## src/rtl/escalonador_memoria_obstaculos.sv

```systemverilog
// Arbiter for the single-port obstacle memory: external writes win, reads are
// granted round-robin, and each read's data returns on its requester's lane.
module escalonador_memoria_obstaculos #(
    parameter int ADDR_WIDTH = 10,
    parameter int DATA_WIDTH = 1,
    parameter int NUM_PORTS  = 8
) (
    input  logic                             clk,
    input  logic                             rst,
    input  logic [NUM_PORTS-1:0]             req_in,
    input  logic [ADDR_WIDTH*NUM_PORTS-1:0]  addr_in,
    output logic [NUM_PORTS-1:0]             grant_out,
    output logic [DATA_WIDTH*NUM_PORTS-1:0]  data_out,
    output logic [NUM_PORTS-1:0]             data_valid_out,
    input  logic                             ext_wr_en_in,
    input  logic [ADDR_WIDTH-1:0]            ext_wr_addr_in,
    input  logic [DATA_WIDTH-1:0]            ext_wr_data_in,
    output logic                             mem_rd_en_out,
    output logic [ADDR_WIDTH-1:0]            mem_rd_addr_out,
    input  logic [DATA_WIDTH-1:0]            mem_rd_data_in,
    output logic                             mem_wr_en_out,
    output logic [ADDR_WIDTH-1:0]            mem_wr_addr_out,
    output logic [DATA_WIDTH-1:0]            mem_wr_data_out,
    output logic                             busy_out
);

    localparam int PW = $clog2(NUM_PORTS);

    logic [NUM_PORTS-1:0]            grant_q;
    logic [PW-1:0]                   rr_ptr_q;
    logic                            mem_rd_en_q;
    logic [ADDR_WIDTH-1:0]           mem_rd_addr_q;
    logic [PW-1:0]                   rd_tag_q;
    logic                            ret_vld_q;
    logic [PW-1:0]                   ret_tag_q;
    logic                            mem_wr_en_q;
    logic [ADDR_WIDTH-1:0]           mem_wr_addr_q;
    logic [DATA_WIDTH-1:0]           mem_wr_data_q;
    logic [DATA_WIDTH*NUM_PORTS-1:0] data_q;
    logic [NUM_PORTS-1:0]            data_valid_q;
    logic                            busy_q;

    logic [NUM_PORTS-1:0]            eligible;
    logic [PW-1:0]                   cand;
    logic [PW-1:0]                   win_idx;
    logic                            win_found;
    logic                            rd_issue;

    // Handshake: a requester holds req_in (and a stable addr_in lane) until it
    // sees its one-cycle grant_out pulse, then drops req on the following edge.
    // The port being granted this cycle is masked so it cannot win twice.
    always_comb begin
        eligible  = req_in & ~grant_q;
        cand      = '0;
        win_idx   = '0;
        win_found = 1'b0;
        for (int i = 0; i < NUM_PORTS; i++) begin
            cand = rr_ptr_q + PW'(i);
            if (!win_found && eligible[cand]) begin
                win_found = 1'b1;
                win_idx   = cand;
            end
        end
        rd_issue = !ext_wr_en_in && win_found;
    end

    always_ff @(posedge clk or posedge rst) begin
        if (rst) begin
            grant_q       <= '0;
            rr_ptr_q      <= '0;
            mem_rd_en_q   <= 1'b0;
            mem_rd_addr_q <= '0;
            rd_tag_q      <= '0;
            ret_vld_q     <= 1'b0;
            ret_tag_q     <= '0;
            mem_wr_en_q   <= 1'b0;
            mem_wr_addr_q <= '0;
            mem_wr_data_q <= '0;
            data_q        <= '0;
            data_valid_q  <= '0;
            busy_q        <= 1'b0;
        end else begin
            mem_wr_en_q <= ext_wr_en_in;
            if (ext_wr_en_in) begin
                mem_wr_addr_q <= ext_wr_addr_in;
                mem_wr_data_q <= ext_wr_data_in;
            end

            mem_rd_en_q <= rd_issue;
            grant_q     <= rd_issue ? (NUM_PORTS'(1) << win_idx) : '0;
            if (rd_issue) begin
                mem_rd_addr_q <= addr_in[win_idx*ADDR_WIDTH +: ADDR_WIDTH];
                rd_tag_q      <= win_idx;
                rr_ptr_q      <= win_idx + PW'(1);
            end

            // Tag follows the read through the memory's one-cycle latency.
            ret_vld_q    <= mem_rd_en_q;
            ret_tag_q    <= rd_tag_q;
            data_valid_q <= '0;
            if (ret_vld_q) begin
                data_q[ret_tag_q*DATA_WIDTH +: DATA_WIDTH] <= mem_rd_data_in;
                data_valid_q[ret_tag_q]                    <= 1'b1;
            end

            busy_q <= (|req_in) | mem_rd_en_q | ret_vld_q;
        end
    end

    assign grant_out       = grant_q;
    assign data_out        = data_q;
    assign data_valid_out  = data_valid_q;
    assign mem_rd_en_out   = mem_rd_en_q;
    assign mem_rd_addr_out = mem_rd_addr_q;
    assign mem_wr_en_out   = mem_wr_en_q;
    assign mem_wr_addr_out = mem_wr_addr_q;
    assign mem_wr_data_out = mem_wr_data_q;
    assign busy_out        = busy_q;

endmodule
```

## config.mk

```make
export PLATFORM = sky130hd
export DESIGN_NAME = escalonador_memoria_obstaculos
export DESIGN_NICKNAME = d
export VERILOG_FILES = /design/src/rtl/escalonador_memoria_obstaculos.sv
export SDC_FILE = /design/constraint.sdc
export NUM_CORES = 1
export LEC_CHECK = 0
export CAP_MARGIN = 20
export CELL_PAD_IN_SITES_DETAIL_PLACEMENT = 1
export CELL_PAD_IN_SITES_GLOBAL_PLACEMENT = 1
export CORE_ASPECT_RATIO = 1.4
export CORE_MARGIN = 10
export CORE_UTILIZATION = 28
export DETAILED_ROUTE_END_ITERATION = 10
export HOLD_SLACK_MARGIN = 0.12
export PLACE_DENSITY_LB_ADDON = 0.05
export RECOVER_POWER = 50
export SYNTH_ARGS = -nofsm -noshare
export SYNTH_HDL_FRONTEND = slang
export SYNTH_SLANG_ARGS = --single-unit
```

## constraint.sdc

```tcl
create_clock -name clk -period 7.61 [get_ports clk]
set_input_delay 0.761 -clock clk [delete_from_list [all_inputs] [get_ports clk]]
set_output_delay 0.761 -clock clk [all_outputs]
set_load 0.05 [all_outputs]
```

==> results of run 1 <==
==> power groups by stage <==
stage | logic, W | clock network (W) | registers [W]
after global placement | 0.00206 | 0 | 0.000506
after global routing | 0.00224 | 0.000468 | 0.000521
after detailed placement | 0.00208 | 0 | 0.000510
final | 0.00206 | 0.000439 | 0.000506
after floorplan | 0.00139 | 0 | 0.000679
after CTS | 0.00209 | 0.000452 | 0.000507
==> flip-flops by register name (all words and copies together) (netlist names) <==
signal,cells
mem_rd_addr_out,10
mem_wr_addr_out,10
data_out,8
data_valid_out,8
grant_out,8
rd_tag_q,3
ret_tag_q,3
rr_ptr_q,3
busy_out,1
mem_rd_en_out,1
mem_wr_data_out,1
mem_wr_en_out,1
ret_vld_q,1
==> worst min path at each step <==
stage           startpoint      endpoint
3_3_place_gp   rd_tag_q[0]  ret_tag_q[0]
3_5_place_dp   rd_tag_q[0]  ret_tag_q[0]
6_report       rd_tag_q[0]  ret_tag_q[0]
2_1_floorplan  rd_tag_q[0]  ret_tag_q[0]
4_1_cts        rd_tag_q[0]  ret_tag_q[0]
5_1_grt        rd_tag_q[0]  ret_tag_q[0]
==> cell families after synthesis <==
group / after synthesis
AOI/OAI and AO/OA: 55
DFF: 58
adders and majority gates: 8
and+or+nand+nor: 119
xor gates and xnor gates: 3
buffers and inverters: 31
muxes: 97
==> through the flow <==
stage | worst slack, ps | utilization [%] | hold slack, ps
finish | 3170 | 43.4 | 382
global route | 2920 | 43.4 | 400
global placement | 3190 | 41.0 | 376
CTS | 3180 | 43.5 | 386
floorplan | 3870 | - | 354
detailed placement | 3140 | 41.0 | 362
==> synth_stat cells (2+ instances only) <==
master	count
nand2b_1	9
xnor2_1	2
nand4_1	3
a31oi_1	2
o211ai_1	2
nor3_1	5
a21o_1	7
nor3b_1	2
buf_4	3
mux2_2	26
clkbuf_1	4
o22ai_1	5
nand3_1	8
ha_1	8
and2_1	2
nor4_1	2
and3_1	2
a21oi_1	5
o21ai_0	6
buf_2	9
mux4_2	8
nor2_1	26
nor4bb_1	3
a211oi_1	3
dfrtp_1	58
a221oi_1	2
inv_1	12
mux2i_1	63
o21a_1	2
nand2_1	38
o221ai_1	6
a221o_1	3
nor2b_1	5
==> area by class of cell <==
| cell class | instances | area (µm²) |
|---|---|---|
| timing repair buffer | 152 | 1510 |
| tap | 182 | 228 |
| fill | 1548 | 7640 |
| clock buffer | 10 | 239 |
| multi-input combinational | 282 | 2300 |
| inverter | 14 | 52.6 |
| sequential | 58 | 1450 |
| clock inverter | 6 | 90.1 |
==> metal layers <==
metal / GRT usage [%] / up-vias / wire length, µm
met5: 0 / - / 0
met1: 15.2 / 1746 / 5430
met4: 3.19 / 0 / 85
met2: 26.6 / 92 / 7790
li1: - / 1665 / -
met3: 4.08 / 6 / 761
==> impl_metrics.toml, run 1 <==
[critical_path]
path_depth = 11
slowest_delay_ps = 750
cp_max_fo = 16
crit_end = "mem_rd_addr_out[3]"
worstPathArrival_ps = 4690
critical_path_class = "reg -> reg"
reg2reg_to = "mem_rd_addr_out[3]"
reg2reg_slack_ps = 3170
cp-end-kind = "register"
worstPathRequired_ps = 7860
cp_top_family = "simple AND/OR/NAND/NOR gates"
reg2reg_depth = 11
crit_path_start_kind = "register"
cp_slowest_cell = "dfrtp_1"
path_cells = "inv_2 > ha_1 > mux4_2 > a2111oi_0 > nor2_1 > a211oi_1 > a2111oi_4 > nor2_4 > nand2_2 > or3b_2 > nand4_1"
critical_path.startpoint = "rr_ptr_q[0]"
critPathBufInv = 1
r2r_start = "rr_ptr_q[0]"

[sta]
fin_crit_sh_pct = 58.4
fmax_mhz = 225
period_minus_slack_ps = 4440
slew_headroom_pct = -112
finalSetupViolations = 0
hold_violations = 0
worst_pin_slew_ps = 3180
rsz0062_at_grt = "no"
maxSlewViolCount = 59
skew_ps = 6.66
tns_ps = 0

[synthesis]
syn_area_mm2 = 0.00388
synth_top_family_by_area = "multiplexers"
syn_inst = 371
synth-edff-count = 0
synth_seq_cells = 58
synth_compound_area_share_pct = 11.2
synth.area.mux_share_pct = 28.4
ys_warn_count = 0
synthXorXnorAreaFrac_pct = 0.676
async_flop_share_pct = 100
synthTopCellsByArea = "dfrtp_1 (37%), mux2i_1 (16%), mux2_2 (7.5%)"
syn-num-nets = 482
synth_top_area_share_pct = 37.4
ys.flop_type = "dfrtp_1"
ys_types = 63
synthSimpleGateAreaFrac_pct = 16.2
avgSynthCellArea_um2 = 10.5
ys_seq_area_share_pct = 37.4
synth_fa_ha_area_share_pct = 2.58
synth_top_area_cell = "dfrtp_1"

[global_route]
gr-total-overflow = 0
grt_pass1_vias = 3917
antenna_found_initial = 0
grt_max_degree = 59
grt.total_usage_pct = 14.2
grt_first_pass_wirelength_um = 21700

[clock_network]
cts_hold_buffers = 0
cts_setup_buffers = 0
cts_resized = 0
htree_levels = 3
cts_max_path_buffers = 2
clk_latency_ps = 320
path_clk_slew_ps = 50
numCtsBuffers = 9
cts_root_buf = "clkbuf_16"
cts.sinks = 58
cts_tree = "yes"

[die]
core_mm2 = 0.0135
ioPinCount = 151
die_area_mm2 = 0.0191
die_width_um = 120
start_util_pct = 28.8
num_rows = 50
die_h_um = 159

[pwr]
clkPwrFrac_pct = 14.6
switching_power_w = 0.00144
power_density_mw_per_mm2 = 512
p_int_w = 0.00157
swShare_pct = 47.9
p_leak_nw = 2.55
total_power_w = 0.00300
p_comb_share_pct = 68.5
ir_drop_v = 0.000320
power.share.sequential_pct = 16.8

[outcome]
status = "complete, but fails checks"
failed_checks = "max-capacitance violations, max-slew violations"

[detailed_routing]
drt-vias-per-instance = 4.98
drt_pass1_iterations = 4
wirelength_um = 14100
drc = 0
drtIter0Drc = 214
dr_total_vias = 3509
antenna_left = 0
wl_per_cell_um = 20.0

[finish]
nets = 628
mostFrequentLayoutCell = "clkdlybuf4s50_1"
mostFrequentLayoutCells = "clkdlybuf4s50_1 (147), mux2i_1 (63), dfrtp_1 (58), nand2_1 (38)"
layoutNonFillerInstCount = 704
layout-drive-gt1-share_pct = 12.5
finalInstanceArea_mm2 = 0.00587
antenna_cells = 0
syn2layout_area_growth_pct = 51.1

[placed_design]
globalplace.congestion = 0.849
hpwl_um = 11300
io_buffers = 150
dp.cells = 688
dpl_cell_area_mm2 = 0.00554

[min_path]
holdCritPathClass = "reg -> reg"
hold_depth = 0

[job]
drv_cap = 1
(Power assumes the default switching activity.)
==> inputs of run 2 (changes only) <==
==> constraint.sdc (replaced) <==
create_clock -name clk -period 4.05 [get_ports clk]
set_input_delay 0.405 -clock clk [delete_from_list [all_inputs] [get_ports clk]]
set_output_delay 0.405 -clock clk [all_outputs]
set_load 0.05 [all_outputs]
==> run 2 against run 1 <==
Net effect:
- the flow now finishes without violations
- final area is 0.98% higher
- flip-flop and latch count did not move
- total power is 91% higher
- via count grew 2.1%
- sequential share of layout area shrank 0.24 points
- clock skew about the same
- critical endpoint unchanged
- clock power grew 73%
- die area stayed put
- critical path depth increased by 1
- global-route usage rose by 0.48 points
- register-to-register slack got worse by 2700 ps
==> impl_metrics.toml, run 2 (synthesized netlist as in run 1, its figures left out) <==
[sta]
skew_ps = 6.54
hold_violations = 0
worst_pin_slew_ps = 1480
maxSlewViolCount = 0
tns_ps = 0
fmax_mhz = 277
rsz0062_at_grt = "no"
slew_headroom_pct = 1.41
period_minus_slack_ps = 3610
finalSetupViolations = 0
fin_crit_sh_pct = 89.2

[critical_path]
reg2reg_slack_ps = 440
reg2reg_depth = 12
worstPathArrival_ps = 3870
worstPathRequired_ps = 4310
crit_path_start_kind = "register"
cp-end-kind = "register"
cp_max_fo = 9
critical_path_class = "reg -> reg"
reg2reg_to = "mem_rd_addr_out[3]"
r2r_start = "rr_ptr_q[1]"

[pwr]
ir_drop_v = 0.000392
p_leak_nw = 2.60
power_density_mw_per_mm2 = 969

[die]
start_util_pct = 28.8
num_rows = 50
die_area_mm2 = 0.0191
die_h_um = 159
core_mm2 = 0.0135
die_width_um = 120
ioPinCount = 151

[clock_network]
cts.sinks = 58
cts_tree = "yes"
path_clk_slew_ps = 50
clk_latency_ps = 330
cts_resized = 0
cts_max_path_buffers = 2
htree_levels = 3
cts_root_buf = "clkbuf_16"
cts_hold_buffers = 0
cts_setup_buffers = 0
numCtsBuffers = 9

[detailed_routing]
wirelength_um = 14100
drtIter0Drc = 112
wirelength_met1_um = 5210
wl_per_cell_um = 19.7
drt_pass1_iterations = 4
dr_wl_met2_um = 7790
top_layer = "met4"
antenna_left = 0
wl_met3_um = 807
drt-vias-per-instance = 5.01
dr_total_vias = 3583
drc = 0

[global_route]
gr-total-overflow = 0
antenna_found_initial = 1
grt.total_usage_pct = 14.7
grt_pass1_vias = 4170
grt_max_degree = 33
grt_first_pass_wirelength_um = 22500

[job]
drv_cap = 0

[min_path]
holdCritPathClass = "reg -> reg"
worstHoldStart = "rd_tag_q[0]"
hold_depth = 0
hold_end = "ret_tag_q[0]"

[placed_design]
dpl_cell_area_mm2 = 0.00563
hpwl_um = 11600
globalplace.congestion = 0.870
io_buffers = 150

[outcome]
status = "completed"

[finish]
n_fill_cell = 1562
finalInstanceArea_mm2 = 0.00593
layout-drive-gt1-share_pct = 13.9
mostFrequentLayoutCell = "clkdlybuf4s50_1"
syn2layout_area_growth_pct = 52.6
nets = 638
mostFrequentLayoutCells = "clkdlybuf4s50_1 (147), mux2i_1 (63), dfrtp_1 (58), nand2_1 (38)"
[run 2: worst max-delay path by stage]
stage | from | endpoint | slack [ps] | depth (start not counted)
after floorplan | rr_ptr_q[0] | mem_rd_addr_out[3] | 310 | 14
after CTS | rr_ptr_q[1] | mem_rd_addr_out[3] | 410 | 12
after global placement | req_in[0] | mem_rd_addr_out[3] | 280 | 12
final | rr_ptr_q[1] | mem_rd_addr_out[3] | 440 | 12
after detailed placement | req_in[0] | mem_rd_addr_out[3] | 230 | 12
after global routing | rr_ptr_q[1] | mem_rd_addr_out[3] | 170 | 12
[run 2: final cells by class]
class / instances / area, µm² / share of cell area, %
multi-input cells: 282 / 2300 / 38.7
repair buffers: 162 / 1600 / 27.0
flip-flops and latches: 58 / 1450 / 24.5
clock buffers: 11 / 243 / 4.10
well taps: 182 / 228 / 3.84
clock inverters: 5 / 53.8 / 0.908
inverters: 14 / 52.6 / 0.887
diodes: 1 / 2.50 / 0.0422
[run 2: metal layers]
| metal | up-vias | GRT usage, % |
|---|---|---|
| met5 | - | 0 |
| li1 | 1687 | - |
| met1 | 1773 | 15.0 |
| met3 | 18 | 4.18 |
| met2 | 105 | 27.2 |
| met4 | 0 | 6.00 |
[run 2: critical path: stages (launching register included)]
cell,delay (ps)
dfrtp_1,330
inv_1,120
ha_1,370
mux4_2,540
a2111oi_0,450
nor2_1,120
a211oi_1,370
a2111oi_4,50
buf_4,210
nor2_4,270
nand2_2,150
or3b_2,460
nand4_1,100
[run 2: where the power goes]
part	switching (W)	total, W	internal, W
Combinational	0.00234	0.00409	0.00176
Sequential	0.000130	0.000893	0.000763
Clock	0.000268	0.000758	0.000490
[run 2: per-stage QoR]
step	utilization [%]	instances	worst slack, ps	hold WS, ps	total power [W]
2_1_floorplan	-	371	313	354	0.00389
3_3_place_gp	41.7	698	279	382	0.00498
3_5_place_dp	41.7	698	225	373	0.00502
4_1_cts	43.9	714	410	390	0.00583
5_1_grt	43.9	715	167	398	0.00619
6_report	43.9	715	439	384	0.00574
==> inputs of run 3 (changes only) <==
--- a/config.mk
+++ b/config.mk
@@ -9,7 +9,6 @@
 export CELL_PAD_IN_SITES_DETAIL_PLACEMENT = 1
 export CELL_PAD_IN_SITES_GLOBAL_PLACEMENT = 1
 export CORE_ASPECT_RATIO = 1.4
-export CORE_MARGIN = 10
 export CORE_UTILIZATION = 28
 export DETAILED_ROUTE_END_ITERATION = 10
 export HOLD_SLACK_MARGIN = 0.12
==> run 3 against run 2 <==
Net effect:
- the run now ends with max-capacitance violations, max-slew violations left
- count of clock-buffer cells in the layout up 1
- register-to-register slack about the same
- die area decreased by 25%
- global-route usage grew 3.0 points
- largest power group unchanged
- first-iteration DRC count fell by 42%
- via count down 1.3%
- critical path depth is the same
- highest routed layer unchanged
==> impl_metrics.toml, run 3 (synthesized netlist as in run 1, its figures left out) <==
[outcome]
status = "complete, but fails checks"
failed_checks = "max-capacitance violations, max-slew violations"

[die]
core_mm2 = 0.0135
ioPinCount = 151
num_rows = 50
die_h_um = 141
die_width_um = 102
start_util_pct = 28.9
die_area_mm2 = 0.0144

[sta]
maxSlewViolCount = 31
fin_crit_sh_pct = 88.8
finalSetupViolations = 0
rsz0062_at_grt = "no"
period_minus_slack_ps = 3600
tns_ps = 0
hold_violations = 0
skew_ps = 5.36
worst_pin_slew_ps = 1620
fmax_mhz = 278
slew_headroom_pct = -7.85
hold-worst-slack_ps = 383

[detailed_routing]
wirelength_um = 12400
drtIter0Drc = 65
drc = 0
dr_total_vias = 3538
wl_per_cell_um = 17.4
drt_pass1_iterations = 4
drt-vias-per-instance = 4.96
antenna_left = 0

[clock_network]
numCtsBuffers = 9
cts_root_buf = "clkbuf_16"
cts_hold_buffers = 0
cts_setup_buffers = 0
cts.sinks = 58
clk_latency_ps = 320
path_clk_slew_ps = 60
cts_tree = "yes"
cts_resized = 0
cts_max_path_buffers = 2
htree_levels = 3

[critical_path]
critical_path_class = "reg -> reg"
cp_slowest_cell = "mux4_2"
worstPathArrival_ps = 3850
slowest_delay_ps = 570
cp_top_family = "simple AND/OR/NAND/NOR gates"
critPathBufInv = 3
cp-end-kind = "register"
crit_path_start_kind = "register"
worstPathRequired_ps = 4300
path_cells = "inv_2 > ha_1 > buf_4 > inv_1 > mux4_2 > and2_1 > a221oi_1 > a21bo_2 > nand2_4 > nand2_2 > or3b_2 > nand4_1"
cp_max_fo = 12

[finish]
antenna_cells = 0
mostFrequentLayoutCells = "clkdlybuf4s50_1 (147), mux2i_1 (63), dfrtp_1 (58), nand2_1 (38)"
mostFrequentLayoutCell = "clkdlybuf4s50_1"
fin_util_pct = 44.3
layout-drive-gt1-share_pct = 13.9
syn2layout_area_growth_pct = 53.4
nets = 638

[pwr]
swShare_pct = 46.7
total_power_w = 0.00581
p_comb_share_pct = 70.4
p_leak_nw = 2.61
ir_drop_v = 0.000534
clkPwrFrac_pct = 14.5
p_int_w = 0.00309
power.share.sequential_pct = 15.1
switching_power_w = 0.00271
power_density_mw_per_mm2 = 974

[global_route]
grt_pass1_vias = 3841
antenna_found_initial = 0
grt.total_usage_pct = 17.7
grt_max_degree = 48
grt_first_pass_wirelength_um = 19700
gr-total-overflow = 0

[placed_design]
globalplace.congestion = 0.816
hpwl_um = 10100
io_buffers = 150

[job]
drv_cap = 1

[min_path]
holdCritPathClass = "reg -> reg"
-- run 3: cell count changes in the layout (fill, tap and decap cells not counted), sizes merged --
cell / delta
bufinv: +1
clkbuf: +1
clkinv: -2
diode: -1
-- run 3: path summary, 6_finish.rpt --
path / start / endpoint / slack (ps) / depth (start not counted)
max reg2reg: rr_ptr_q[0] / mem_rd_addr_out[3] / 450 / 12
min: rd_tag_q[1] / ret_tag_q[1] / 380 / 0
min in group asynchronous: rst / mem_wr_addr_out[9] / 820 / 2
min reg2reg: rd_tag_q[1] / ret_tag_q[1] / 380 / 0
max: rr_ptr_q[0] / mem_rd_addr_out[3] / 450 / 12
max in group asynchronous: rst / mem_rd_addr_out[3] / 1160 / 3
-- run 3: routing by layer --
| metal | track usage, % | vias up | part of all wire (%) |
|---|---|---|---|
| li1 | - | 1684 | - |
| met1 | 20.4 | 1699 | 40 |
| met2 | 31.0 | 132 | 50 |
| met3 | 5.07 | 23 | 7.1 |
| met4 | 6.25 | 0 | 2.3 |
| met5 | 0 | - | 0 |
-- run 3: worst register-to-register path: stages, from the launching register on --
cell      delay [ps]
dfrtp_1          380
inv_2            250
ha_1             360
buf_4            200
inv_1            120
mux4_2           570
and2_1           200
a221oi_1         250
a21bo_2          310
nand2_4          180
nand2_2          130
or3b_2           470
nand4_1          100
-- run 3: power groups by stage --
stage,sequential [W],clock (W),combinational (W)
2_1_floorplan,0.00128,0,0.00261
6_report,0.000875,0.000841,0.00409
5_1_grt,0.000901,0.000890,0.00444
3_5_place_dp,0.000883,0,0.00414
4_1_cts,0.000877,0.000859,0.00415
3_3_place_gp,0.000879,0,0.00410
-- run 3: stage by stage --
stage          instance area, µm²  std cells  setup WS, ps
2_1_floorplan                3880        371           313
3_3_place_gp                 5630        698           302
3_5_place_dp                 5630        698           260
4_1_cts                      5960        714           441
5_1_grt                      5960        714           222
6_report                     5960        714           453
-- run 3: cell type report --
cell class	instances	area, µm²
fill	1514	7490
multi-input combinational	282	2300
timing repair buffer	162	1600
sequential	58	1450
clock buffer	12	256
tap	182	228
clock inverter	4	73.8
inverter	14	52.6
